<file path="config.mk">
export PLATFORM = sky130hd
export DESIGN_NAME = irq_controller_flat
export DESIGN_NICKNAME = d
export VERILOG_FILES = /design/src/rtl/irq_controller_pkg.sv /design/src/rtl/irq_controller_if.sv /design/src/rtl/irq_controller_sync_edge.sv /design/src/rtl/irq_controller.sv /design/src/flat_wrapper.sv
export SDC_FILE = /design/constraint.sdc
export NUM_CORES = 1
export LEC_CHECK = 0
export ABC_CLOCK_PERIOD_IN_PS = 1900
export CORE_MARGIN = 1
export CORE_UTILIZATION = 40
export DETAILED_ROUTE_END_ITERATION = 12
export GPL_ROUTABILITY_DRIVEN = 0
export GPL_TIMING_DRIVEN = 0
export PLACE_DENSITY = 0.81
export SYNTH_ARGS = -nofsm -noshare
export SYNTH_HDL_FRONTEND = slang
export SYNTH_SLANG_ARGS = --single-unit
</file>
<file path="constraint.sdc">
create_clock -name clk -period 1.9 [get_ports clk]
set_input_delay 0.19 -clock clk [delete_from_list [all_inputs] [get_ports clk]]
set_output_delay 0.19 -clock clk [all_outputs]
set_load 0.1 [all_outputs]
</file>
<file path="src/rtl/irq_controller_pkg.sv">
// ---------------------------------------------------------------------------
// irq_pkg
//   Shared types and helpers for the interrupt front-end.
//   - state_e   : request FSM states
//   - prio_t    : priority-encoder result (valid + index)
//   - prio_enc  : highest set bit of a vector of up to 32 lines
//   - VEC_BASE_DEF / VEC_STRIDE_DEF : default handler vector layout
// ---------------------------------------------------------------------------
package irq_pkg;

    typedef enum logic [1:0] {
        IDLE    = 2'd0,
        REQ     = 2'd1,
        SERVICE = 2'd2
    } state_e;

    localparam logic [31:0] VEC_BASE_DEF   = 32'h0000_0400;
    localparam logic [31:0] VEC_STRIDE_DEF = 32'h0000_0200;

    // Encoder works on a 32-bit view, so NUM_IRQ is limited to 32 lines.
    localparam int PRIO_W = 32;

    typedef struct packed {
        logic       valid;
        logic [4:0] idx;
    } prio_t;

    // Highest set index wins; ascending scan lets the last hit overwrite.
    function automatic prio_t prio_enc(input logic [PRIO_W-1:0] vec);
        prio_t r;
        r = '0;
        for (int i = 0; i < PRIO_W; i++) begin
            if (vec[i]) begin
                r.valid = 1'b1;
                r.idx   = 5'(i);
            end
        end
        return r;
    endfunction

endpackage

</file>
<file path="src/rtl/irq_controller_if.sv">
// ---------------------------------------------------------------------------
// irq_controller_if
//   Vectored request / acknowledge handshake between the interrupt
//   controller and the pipeline CP0/ID stage.
//   irq_req  : request valid (controller -> pipeline)
//   irq_id   : index of requested line
//   irq_vec  : handler entrance address
//   irq_ack  : 1-cycle pulse, pipeline took the interrupt (pipeline -> ctrl)
//   eret     : 1-cycle pulse, exception return retired
//   modport master = controller side, slave = pipeline side.
// ---------------------------------------------------------------------------
interface irq_controller_if #(
    parameter int NUM_IRQ = 3
);
    localparam int ID_W = (NUM_IRQ > 1) ? $clog2(NUM_IRQ) : 1;

    logic            irq_req;
    logic [ID_W-1:0] irq_id;
    logic [31:0]     irq_vec;
    logic            irq_ack;
    logic            eret;

    modport master (
        output irq_req, irq_id, irq_vec,
        input  irq_ack, eret
    );

    modport slave (
        input  irq_req, irq_id, irq_vec,
        output irq_ack, eret
    );

endinterface

</file>
<file path="src/rtl/irq_controller_sync_edge.sv">
// ---------------------------------------------------------------------------
// irq_sync_edge
//   Per-line synchroniser and rising-edge detector.
//   clk, rst_n : clock, async active-low reset (chain clears to 0)
//   async_i    : asynchronous level input
//   rise_o     : 1-cycle pulse when the synchronised level goes 0 -> 1
//   chain_q[SYNC_STAGES-1] is the synchronised level; the extra top stage is
//   its one-cycle delayed copy used for edge detection.
// ---------------------------------------------------------------------------
module irq_sync_edge #(
    parameter int SYNC_STAGES = 2
) (
    input  logic clk,
    input  logic rst_n,
    input  logic async_i,
    output logic rise_o
);

    logic [SYNC_STAGES:0] chain_q;

    always_ff @(posedge clk or negedge rst_n) begin
        if (!rst_n) chain_q <= '0;
        else        chain_q <= {chain_q[SYNC_STAGES-1:0], async_i};
    end

    assign rise_o = chain_q[SYNC_STAGES-1] & ~chain_q[SYNC_STAGES];

endmodule

</file>
<file path="src/rtl/irq_controller.sv">
// ---------------------------------------------------------------------------
// irq_controller
//   Interrupt front-end for the CP0/ID stage. Synchronises io lines, latches
//   rising edges as pending, applies mask / global disable / fixed priority
//   (higher index wins) and presents one vectored request per ack. Tracks
//   lines in service until eret.
//
//   Ports:
//     clk, rst_n     : pipeline clock, async active-low reset
//     irq_in         : async level interrupt lines
//     irq_mask_i     : per-line enable (1 = enabled)
//     int_disable_i  : global disable of new requests
//     bus (master)   : irq_req/irq_id/irq_vec out, irq_ack/eret in
//     pending_o      : latched pending bits
//     in_service_o   : lines currently in a handler
//
//   Build option: define IRQ_NESTING_EN to let a strictly higher-priority
//   line preempt a running handler. Default build: any line in service
//   blocks all new requests.
// ---------------------------------------------------------------------------
module irq_controller
    import irq_pkg::*;
#(
    parameter int          NUM_IRQ     = 3,
    parameter int          SYNC_STAGES = 2,
    parameter logic [31:0] VEC_BASE    = VEC_BASE_DEF,
    parameter logic [31:0] VEC_STRIDE  = VEC_STRIDE_DEF
) (
    input  logic                clk,
    input  logic                rst_n,
    input  logic [NUM_IRQ-1:0]  irq_in,
    input  logic [NUM_IRQ-1:0]  irq_mask_i,
    input  logic                int_disable_i,
    irq_controller_if.master    bus,
    output logic [NUM_IRQ-1:0]  pending_o,
    output logic [NUM_IRQ-1:0]  in_service_o
);

    localparam int ID_W = (NUM_IRQ > 1) ? $clog2(NUM_IRQ) : 1;

    // ------------------------------------------------------------------
    // Edge detection, one synchroniser per line
    // ------------------------------------------------------------------
    logic [NUM_IRQ-1:0] rise;

    for (genvar g = 0; g < NUM_IRQ; g++) begin : g_sync
        irq_sync_edge #(
            .SYNC_STAGES (SYNC_STAGES)
        ) u_sync (
            .clk     (clk),
            .rst_n   (rst_n),
            .async_i (irq_in[g]),
            .rise_o  (rise[g])
        );
    end

    // ------------------------------------------------------------------
    // State
    // ------------------------------------------------------------------
    state_e             state_q,      state_d;
    logic [NUM_IRQ-1:0] pending_q,    pending_d;
    logic [NUM_IRQ-1:0] in_service_q, in_service_d;
    logic               req_q,        req_d;
    logic [ID_W-1:0]    id_q,         id_d;
    logic [31:0]        vec_q,        vec_d;

    // ------------------------------------------------------------------
    // Arbitration
    // ------------------------------------------------------------------
    prio_t              lvl;        // current level = highest in-service line
    prio_t              win;        // winning eligible line
    logic [NUM_IRQ-1:0] above;      // lines allowed by the current level
    logic [NUM_IRQ-1:0] eligible;
    logic [31:0]        win_vec;

    always_comb begin
        lvl = prio_enc(32'(in_service_q));
`ifdef IRQ_NESTING_EN
        above = '0;
        for (int i = 0; i < NUM_IRQ; i++) begin
            above[i] = !lvl.valid || (5'(i) > lvl.idx);
        end
`else
        // Any handler running blocks every line.
        above = lvl.valid ? '0 : '1;
`endif
        eligible = pending_q & irq_mask_i & ~{NUM_IRQ{int_disable_i}} & above;
        win      = prio_enc(32'(eligible));
        win_vec  = VEC_BASE + (32'(NUM_IRQ - 1) - 32'(win.idx)) * VEC_STRIDE;
    end

    // ------------------------------------------------------------------
    // Pending / in-service bookkeeping
    // ------------------------------------------------------------------
    logic               ack_fire;
    logic               eret_fire;
    logic [NUM_IRQ-1:0] id_oh;
    logic [NUM_IRQ-1:0] lvl_oh;
    logic [NUM_IRQ-1:0] svc_after_eret;

    always_comb begin
        ack_fire  = (state_q == REQ) && bus.irq_ack;
        eret_fire = bus.eret && lvl.valid;
        id_oh     = NUM_IRQ'(1) << id_q;
        lvl_oh    = NUM_IRQ'(1) << lvl.idx;

        // A fresh edge in the ack cycle re-arms the line: set wins over clear.
        pending_d = (pending_q & ~(ack_fire ? id_oh : '0)) | rise;

        // eret unwinds the pre-ack level before ack adds the new line.
        svc_after_eret = in_service_q & ~(eret_fire ? lvl_oh : '0);
        in_service_d   = svc_after_eret | (ack_fire ? id_oh : '0);
    end

    // ------------------------------------------------------------------
    // Request FSM
    // ------------------------------------------------------------------
    always_comb begin
        state_d = state_q;
        req_d   = req_q;
        id_d    = id_q;
        vec_d   = vec_q;
        unique case (state_q)
            IDLE: begin
                if (win.valid) begin
                    state_d = REQ;
                    req_d   = 1'b1;
                    id_d    = win.idx[ID_W-1:0];
                    vec_d   = win_vec;
                end
            end
            // Request is frozen until taken; mask/disable changes do not
            // withdraw it.
            REQ: begin
                if (ack_fire) begin
                    state_d = SERVICE;
                    req_d   = 1'b0;
                end
            end
            SERVICE: begin
`ifdef IRQ_NESTING_EN
                if (win.valid) begin
                    state_d = REQ;
                    req_d   = 1'b1;
                    id_d    = win.idx[ID_W-1:0];
                    vec_d   = win_vec;
                end else if (eret_fire && (svc_after_eret == '0)) begin
                    state_d = IDLE;
                end
`else
                if (eret_fire && (svc_after_eret == '0)) begin
                    state_d = IDLE;
                end
`endif
            end
            default: state_d = IDLE;
        endcase
    end

    always_ff @(posedge clk or negedge rst_n) begin
        if (!rst_n) begin
            state_q      <= IDLE;
            pending_q    <= '0;
            in_service_q <= '0;
            req_q        <= 1'b0;
            id_q         <= '0;
            vec_q        <= '0;
        end else begin
            state_q      <= state_d;
            pending_q    <= pending_d;
            in_service_q <= in_service_d;
            req_q        <= req_d;
            id_q         <= id_d;
            vec_q        <= vec_d;
        end
    end

    assign bus.irq_req  = req_q;
    assign bus.irq_id   = id_q;
    assign bus.irq_vec  = vec_q;
    assign pending_o    = pending_q;
    assign in_service_o = in_service_q;

endmodule
</file>
<file path="src/flat_wrapper.sv">
// flat-port wrapper written by rule: the top's interface ports become plain ports
module irq_controller_flat import irq_pkg::*;
#(
    parameter int          NUM_IRQ     = 3,
    parameter int          SYNC_STAGES = 2,
    parameter logic [31:0] VEC_BASE    = VEC_BASE_DEF,
    parameter logic [31:0] VEC_STRIDE  = VEC_STRIDE_DEF
)
  (clk, rst_n, irq_in, irq_mask_i, int_disable_i, pending_o, in_service_o, bus_irq_req, bus_irq_id, bus_irq_vec, bus_irq_ack, bus_eret);
  irq_controller_if #(.NUM_IRQ(NUM_IRQ)) bus_i ();
  input  logic clk;
  input  logic rst_n;
  input  logic [NUM_IRQ-1:0] irq_in;
  input  logic [NUM_IRQ-1:0] irq_mask_i;
  input  logic int_disable_i;
  output logic [NUM_IRQ-1:0] pending_o;
  output logic [NUM_IRQ-1:0] in_service_o;
  output wire logic [$bits(bus_i.irq_req)-1:0] bus_irq_req;
  output wire logic [$bits(bus_i.irq_id)-1:0] bus_irq_id;
  output wire logic [$bits(bus_i.irq_vec)-1:0] bus_irq_vec;
  input wire logic [$bits(bus_i.irq_ack)-1:0] bus_irq_ack;
  input wire logic [$bits(bus_i.eret)-1:0] bus_eret;
  assign bus_irq_req = bus_i.irq_req;
  assign bus_irq_id = bus_i.irq_id;
  assign bus_irq_vec = bus_i.irq_vec;
  assign bus_i.irq_ack = bus_irq_ack;
  assign bus_i.eret = bus_eret;
  irq_controller #(.NUM_IRQ(NUM_IRQ), .SYNC_STAGES(SYNC_STAGES), .VEC_BASE(VEC_BASE), .VEC_STRIDE(VEC_STRIDE)) u_core (.clk(clk), .rst_n(rst_n), .irq_in(irq_in), .irq_mask_i(irq_mask_i), .int_disable_i(int_disable_i), .bus(bus_i), .pending_o(pending_o), .in_service_o(in_service_o));
endmodule
</file>
## Word level (Yosys, flattened, before mapping)

Cells that the tools add are included.

| word-level totals | value |
|---|---|
| bits in registers | 52 |
| bits of input ports | 11 |
| output and inout port bits | 41 |
| logic and storage cells | 59 |

| operators by class | value |
|---|---|
| add/sub/neg operators | 2 |
| eq/ne operators | 5 |
| shift-type cells | 2 |
| muxes and demuxes | 16 |
| bitwise gates (word level) | 16 |
| reductions and logical operators | 9 |

Operator list:

| kind | number |
|---|---|
| 6-bit two-way mux | 6 |
| 11-bit by 32-bit adder with 32-bit output (first input constant) | 1 |
| 3-bit AND | 5 |
| 3-bit two-way mux | 3 |
| 3-bit NOT | 3 |
| 2-bit two-way mux | 3 |
| 2-bit by 1-bit != test with 1-bit output (second input constant) | 3 |
| 3-bit bitwise OR | 2 |
| 2-bit one-hot mux with 3 select lines | 1 |
| 3-bit AND reduction | 2 |
| 2-bit by 5-bit subtractor with 6-bit output (first input constant) | 1 |
| 1-bit by 5-bit << shifter with 3-bit output (first input constant) | 1 |
| 1-bit AND | 3 |
| 1-bit logical AND | 3 |
| 3-bit zero test | 1 |
| 1-bit NOT | 3 |
| 1-bit by 2-bit << shifter with 3-bit output (first input constant) | 1 |
| 2-bit by 1-bit equality test with 1-bit output (second input constant) | 1 |
| 2-bit equality test (second input constant) | 1 |
| 2-bit zero test | 1 |
| 1-bit two-way mux | 2 |
| 1-bit one-hot mux with 2 select lines | 1 |
| 2-bit AND reduction | 1 |
| 2-bit nonzero test | 1 |

## Logic depth before layout (Yosys ltp)

| logic depth | value |
|---|---|
| word-level depth | 11 |
| gate-level depth with buffers | 3 |
| depth with buffers taken out | 3 |

## Hierarchy

Synthesis repeated with hierarchy kept, for this count alone.

| second synthesis, totals | value |
|---|---|
| cells, all modules | 99 |
| area total of the unflattened synthesis | 1127.3 sq um |

Modules (own cells, without submodules):

| module | instances | cells each | area an instance (sq um) | seq. area each (sq um) |
|---|---|---|---|---|
| irq_controller | 1 | 87 | 860.8 | 350.3 |
| irq_sync_edge | 3 | 4 | 88.8 | 75.1 |

## Worst setup path after synthesis

OpenSTA, ideal clock, no wires.

| path | value |
|---|---|
| path kind | reg2reg |
| start point | register u_core.in_service_q[0] (netlist: u_core.in_service_o[0]) |
| end point | register u_core.vec_q[10] (netlist: u_core.bus.irq_vec[10]) |
| library setup time | 0.130 ns |
| data arrival time | 1.936 ns |
| required time | 1.770 ns |
| slack | -0.166 ns |
| cell stages (with the launch flop) | 4 |
| path buffers | 0 |
| period minus slack after synthesis | 2.066 ns |
| path through | dfrtp_1 or4_4 or3_4 o2bb2ai_1 |

| on the way | value |
|---|---|
| longest elaborated chain between the ends | 9 |
| elaborated cells on any way between the ends | 11 |
| those cells by class | 2 x add/sub; 7 x mux; 1 x bitwise; 1 x reduce/logical |

RTL lines:

| item | RTL line | text |
|---|---|---|
| from (decl) | irq_controller.sv:62 | `logic [NUM_IRQ-1:0] in_service_q, in_service_d;` |
| from (signal assigned) | irq_controller.sv:171 | `in_service_q <= in_service_d;` |
| 6-bit two-way mux (*) (3 in a row) | irq_controller_pkg.sv:33 | `if (vec[i]) begin` |
| 3-bit two-way mux (*) | irq_controller.sv:85 | `above = lvl.valid ? '0 : '1;` |
| 3-bit AND (*) | irq_controller.sv:87 | `eligible = pending_q & irq_mask_i & ~{NUM_IRQ{int_disable_i}} & above;` |
| 6-bit two-way mux | irq_controller_pkg.sv:33 |  |
| 6-bit two-way mux (*) | irq_controller_pkg.sv:33 |  |
| 2-bit by 5-bit subtractor with 6-bit output / 6-bit two-way mux (equally long branches) | irq_controller.sv:89, irq_controller_pkg.sv:33 |  |
| 11-bit by 32-bit adder with 32-bit output / 2-bit AND reduction (equally long branches) | n/a |  |
| to (signal assigned) | irq_controller.sv:174 | `vec_q <= vec_d;` |
| to (decl) | irq_controller.sv:65 | `logic [31:0] vec_q, vec_d;` |

Mark *: on every way between the ends. The rest lies on a longest branch, timed or not.
A chain may end at the register's enable or synchronous reset.

## Worst setup path in the final report

| path | value |
|---|---|
| start point | register u_core.in_service_q[1] (netlist: u_core.in_service_o[1]) |
| end point | output in_service_o[1] |

RTL lines:

| item | RTL line | text |
|---|---|---|
| to (decl) | flat_wrapper.sv:17 | `output logic [NUM_IRQ-1:0] in_service_o;` |

No word-level cell between the ends.

==> flow_metrics.env <==
export IMPL_synth_warnings=0
export IMPL_synthCells=99
export IMPL_cts_sinks=23
export IMPL_synthArstFlopShare_pct=100
export IMPL_min_path_type="in -> reg"
export IMPL_grt_overflow=0
export IMPL_yosys_area_top_type="dfrtp_1"
export IMPL_synthFlopType="dfrtp_1"
export IMPL_path_buf_inv=1
export IMPL_yosysMostFrequentCell="buf_4"
export IMPL_floorplan_initialDensity_pct=43.3
export IMPL_syn_cell_area_mm2=0.00109
export IMPL_cts_root_buffer="clkbuf_4"
export IMPL_drc=0
export IMPL_cp_required_ns=1.71
export IMPL_cts_made_buffers=3
export IMPL_final_min_clock_period_ns=1.81
export IMPL_ys_top_cells_by_count="buf_4 (29), dfrtp_1 (23), inv_1 (7)"
export IMPL_portBuffers=42
export IMPL_vias=829
export IMPL_rsz0062_at_grt="no"
export IMPL_powerDensity_mw_per_mm2=1320
export IMPL_syn_to_final_growth_pct=47.7
export IMPL_synth_top_cell_area_share_pct=52.7
export IMPL_cp_top_family="buffers and inverters"
export IMPL_synth_edf_count=0
export IMPL_antenna_found_initial=0
export IMPL_max_cap_violations=0
export IMPL_slew_violations=0
export IMPL_final_hold_viol_count=0
export IMPL_wirelength_um=2130
export IMPL_yosysUniqueCellTypes=28
export IMPL_grt_pass1_wl_um=3130
export IMPL_clk_pin_slew_ns=0.12
export IMPL_grt_max_degree=24
export IMPL_fin_crit_sh_pct=95.5
export IMPL_cp_arrival_ns=1.62
export IMPL_cts_max_level=1
export IMPL_max_freq_mhz=551
export IMPL_synth_seq_cells=23
export IMPL_drtAntennaViolNets=0
export IMPL_die_area_mm2=0.00294
export IMPL_core_mm2=0.00252
export IMPL_viasPerCell=4.53
export IMPL_nNetsFinal=165
export IMPL_cp_slowest_cell="dlygate4sd2_1"
export IMPL_grt_total_usage_pct=15.4
export IMPL_path_class="reg -> out"
export IMPL_fin_skew_ns=0.00357
export IMPL_setup_viol=0
export IMPL_worstSetupStartpointType="flip-flop"
export IMPL_critPathCaptureType="output pin"
export IMPL_dr_first_iter_drc_count=14
export IMPL_syn_avg_cell_area_um2=11.0
export IMPL_first_pass_iters=4
export IMPL_cts_tree="done"
export IMPL_ios=52
export IMPL_clk_latency_ns=0.30
export IMPL_yosysSeqAreaShare_pct=52.7
export IMPL_cp_cell_sequence="dlygate4sd2_1"
export IMPL_grt_pass1_vias=753
export IMPL_ctsHoldBuffers=0
export IMPL_status="complete, no violations"
export IMPL_dpl_hpwl_um=1610
export IMPL_vdd_drop_max_uv=927
export IMPL_synth_area_leaders="dfrtp_1 (53%), buf_4 (20%), inv_1 (2.4%), o21ai_0 (2.3%), a21o_1 (2.1%)"
export IMPL_wl_per_cell_um=11.6
export IMPL_p_leak_nw=0.822
export IMPL_diodes=0
export IMPL_fin_tns_setup_ns=0
export IMPL_die_width_um=54.3
export IMPL_layout_drive_gt1_share_pct=41.2
export IMPL_slew_headroom_pct=33.5
export IMPL_crit_fanout=6
export IMPL_cts_buffer_depth=2
export IMPL_holdWs_ns=0.306
export IMPL_tightest_slew_ns=0.995
export IMPL_fp_dieH_um=54.3
export IMPL_rows=18
export IMPL_cpPeakStageDelay_ns=0.88
==> cell usage in the layout, fill, tap and decap left out, types with 2 or more instances in the layout <==
master / n
clkdlybuf4s50_1: 10
dfrtp_1: 21
clkbuf_4: 3
nor2_1: 2
dfrtp_2: 2
a22oi_1: 3
inv_1: 7
a22o_1: 2
clkbuf_2: 2
nand2_1: 4
o31ai_1: 2
o21ai_0: 5
or3b_2: 2
dlygate4sd2_1: 10
buf_4: 29
clkdlybuf4s15_2: 20
a21o_1: 3
conb_1: 9
==> final timing paths <==
path | from | endpoint | slack (ns) | cells after the start
setup / recovery | u_core.in_service_o[1] | in_service_o[1] | 0.09 | 1
hold / removal | irq_in[2] | u_core.g_sync[2].u_sync.chain_q[0] | 0.31 | 1
setup reg to reg | u_core.in_service_o[0] | u_core.bus.irq_vec[10] | 0.23 | 3
hold reg to reg | u_core.g_sync[0].u_sync.chain_q[0] | u_core.g_sync[0].u_sync.chain_q[1] | 0.37 | 0
max in group asynchronous | rst_n | u_core.bus.irq_vec[26] | 0.81 | 1
min in group asynchronous | rst_n | u_core.g_sync[2].u_sync.chain_q[0] | 0.42 | 1
==> routing by layer <==
layer  part of all wire (%)  GRT usage (%)  vias up
met5                      0              0        -
met4                    3.2           10.3        0
met3                     11           2.78        6
met2                     47           28.3       48
met1                     38           15.8      372
li1                       -              -      403
==> where the power goes <==
group	switching, mW	internal [mW]	total (mW)
sequential	0.104	0.602	0.707
combinational	0.952	0.261	1.21
clock	0.135	0.0785	0.214
total	1.19	0.942	2.13
==> metrics by stage <==
stage | power (mW) | utilization (%) | setup slack [ns] | std cells | area, µm²
finish | 2.13 | 63.9 | 0.0855 | 183 | 1610
CTS | 2.15 | 64.3 | 0.0331 | 183 | 1620
global route | 2.23 | 63.9 | 0.0237 | 183 | 1610
floorplan | 1.71 | - | 0.00759 | 107 | 1120
global placement | 1.98 | 62.7 | -0.255 | 179 | 1580
detailed placement | 2.00 | 62.7 | -0.320 | 179 | 1580
==> layout make-up <==
cell class	instances	area [µm²]
Tap cell	30	37.5
Sequential cell	23	578
Buffer	29	218
Clock buffer	3	22.5
Clock inverter	1	5.00
Multi-Input combinational cell	48	303
Inverter	7	26.3
Timing Repair Buffer	42	423
Fill cell	200	910
==> timing repair <==
| item | 4_1_cts | 5_1_grt |
|---|---|---|
| setup buffers | 0 | 0 |
| pin swaps | 0 | 0 |
| endpoints found under the setup margin | 32 | 2 |
| gates resized for setup | 74 | 3 |
==> flip-flops by register name, summed over array words and instances (netlist names) <==
signal,count
u_core.bus.irq_vec,3
u_core.pending_o,3
u_core.g_sync.u_sync.chain_q,9
u_core.bus.irq_req,1
u_core.bus.irq_id,2
u_core.state_q,2
u_core.in_service_o,3
==> kinds of logic after synthesis <==
| kind of cell | share of synthesized area [%] |
|---|---|
| buffers and inverters | 22.3 |
| other | 0.343 |
| XOR/XNOR | 0.802 |
| AO/OA/AOI/OAI | 14.2 |
| AND/OR/NAND/NOR | 9.62 |
| flip-flops | 52.7 |
Power figures use the tool's default switching activity.
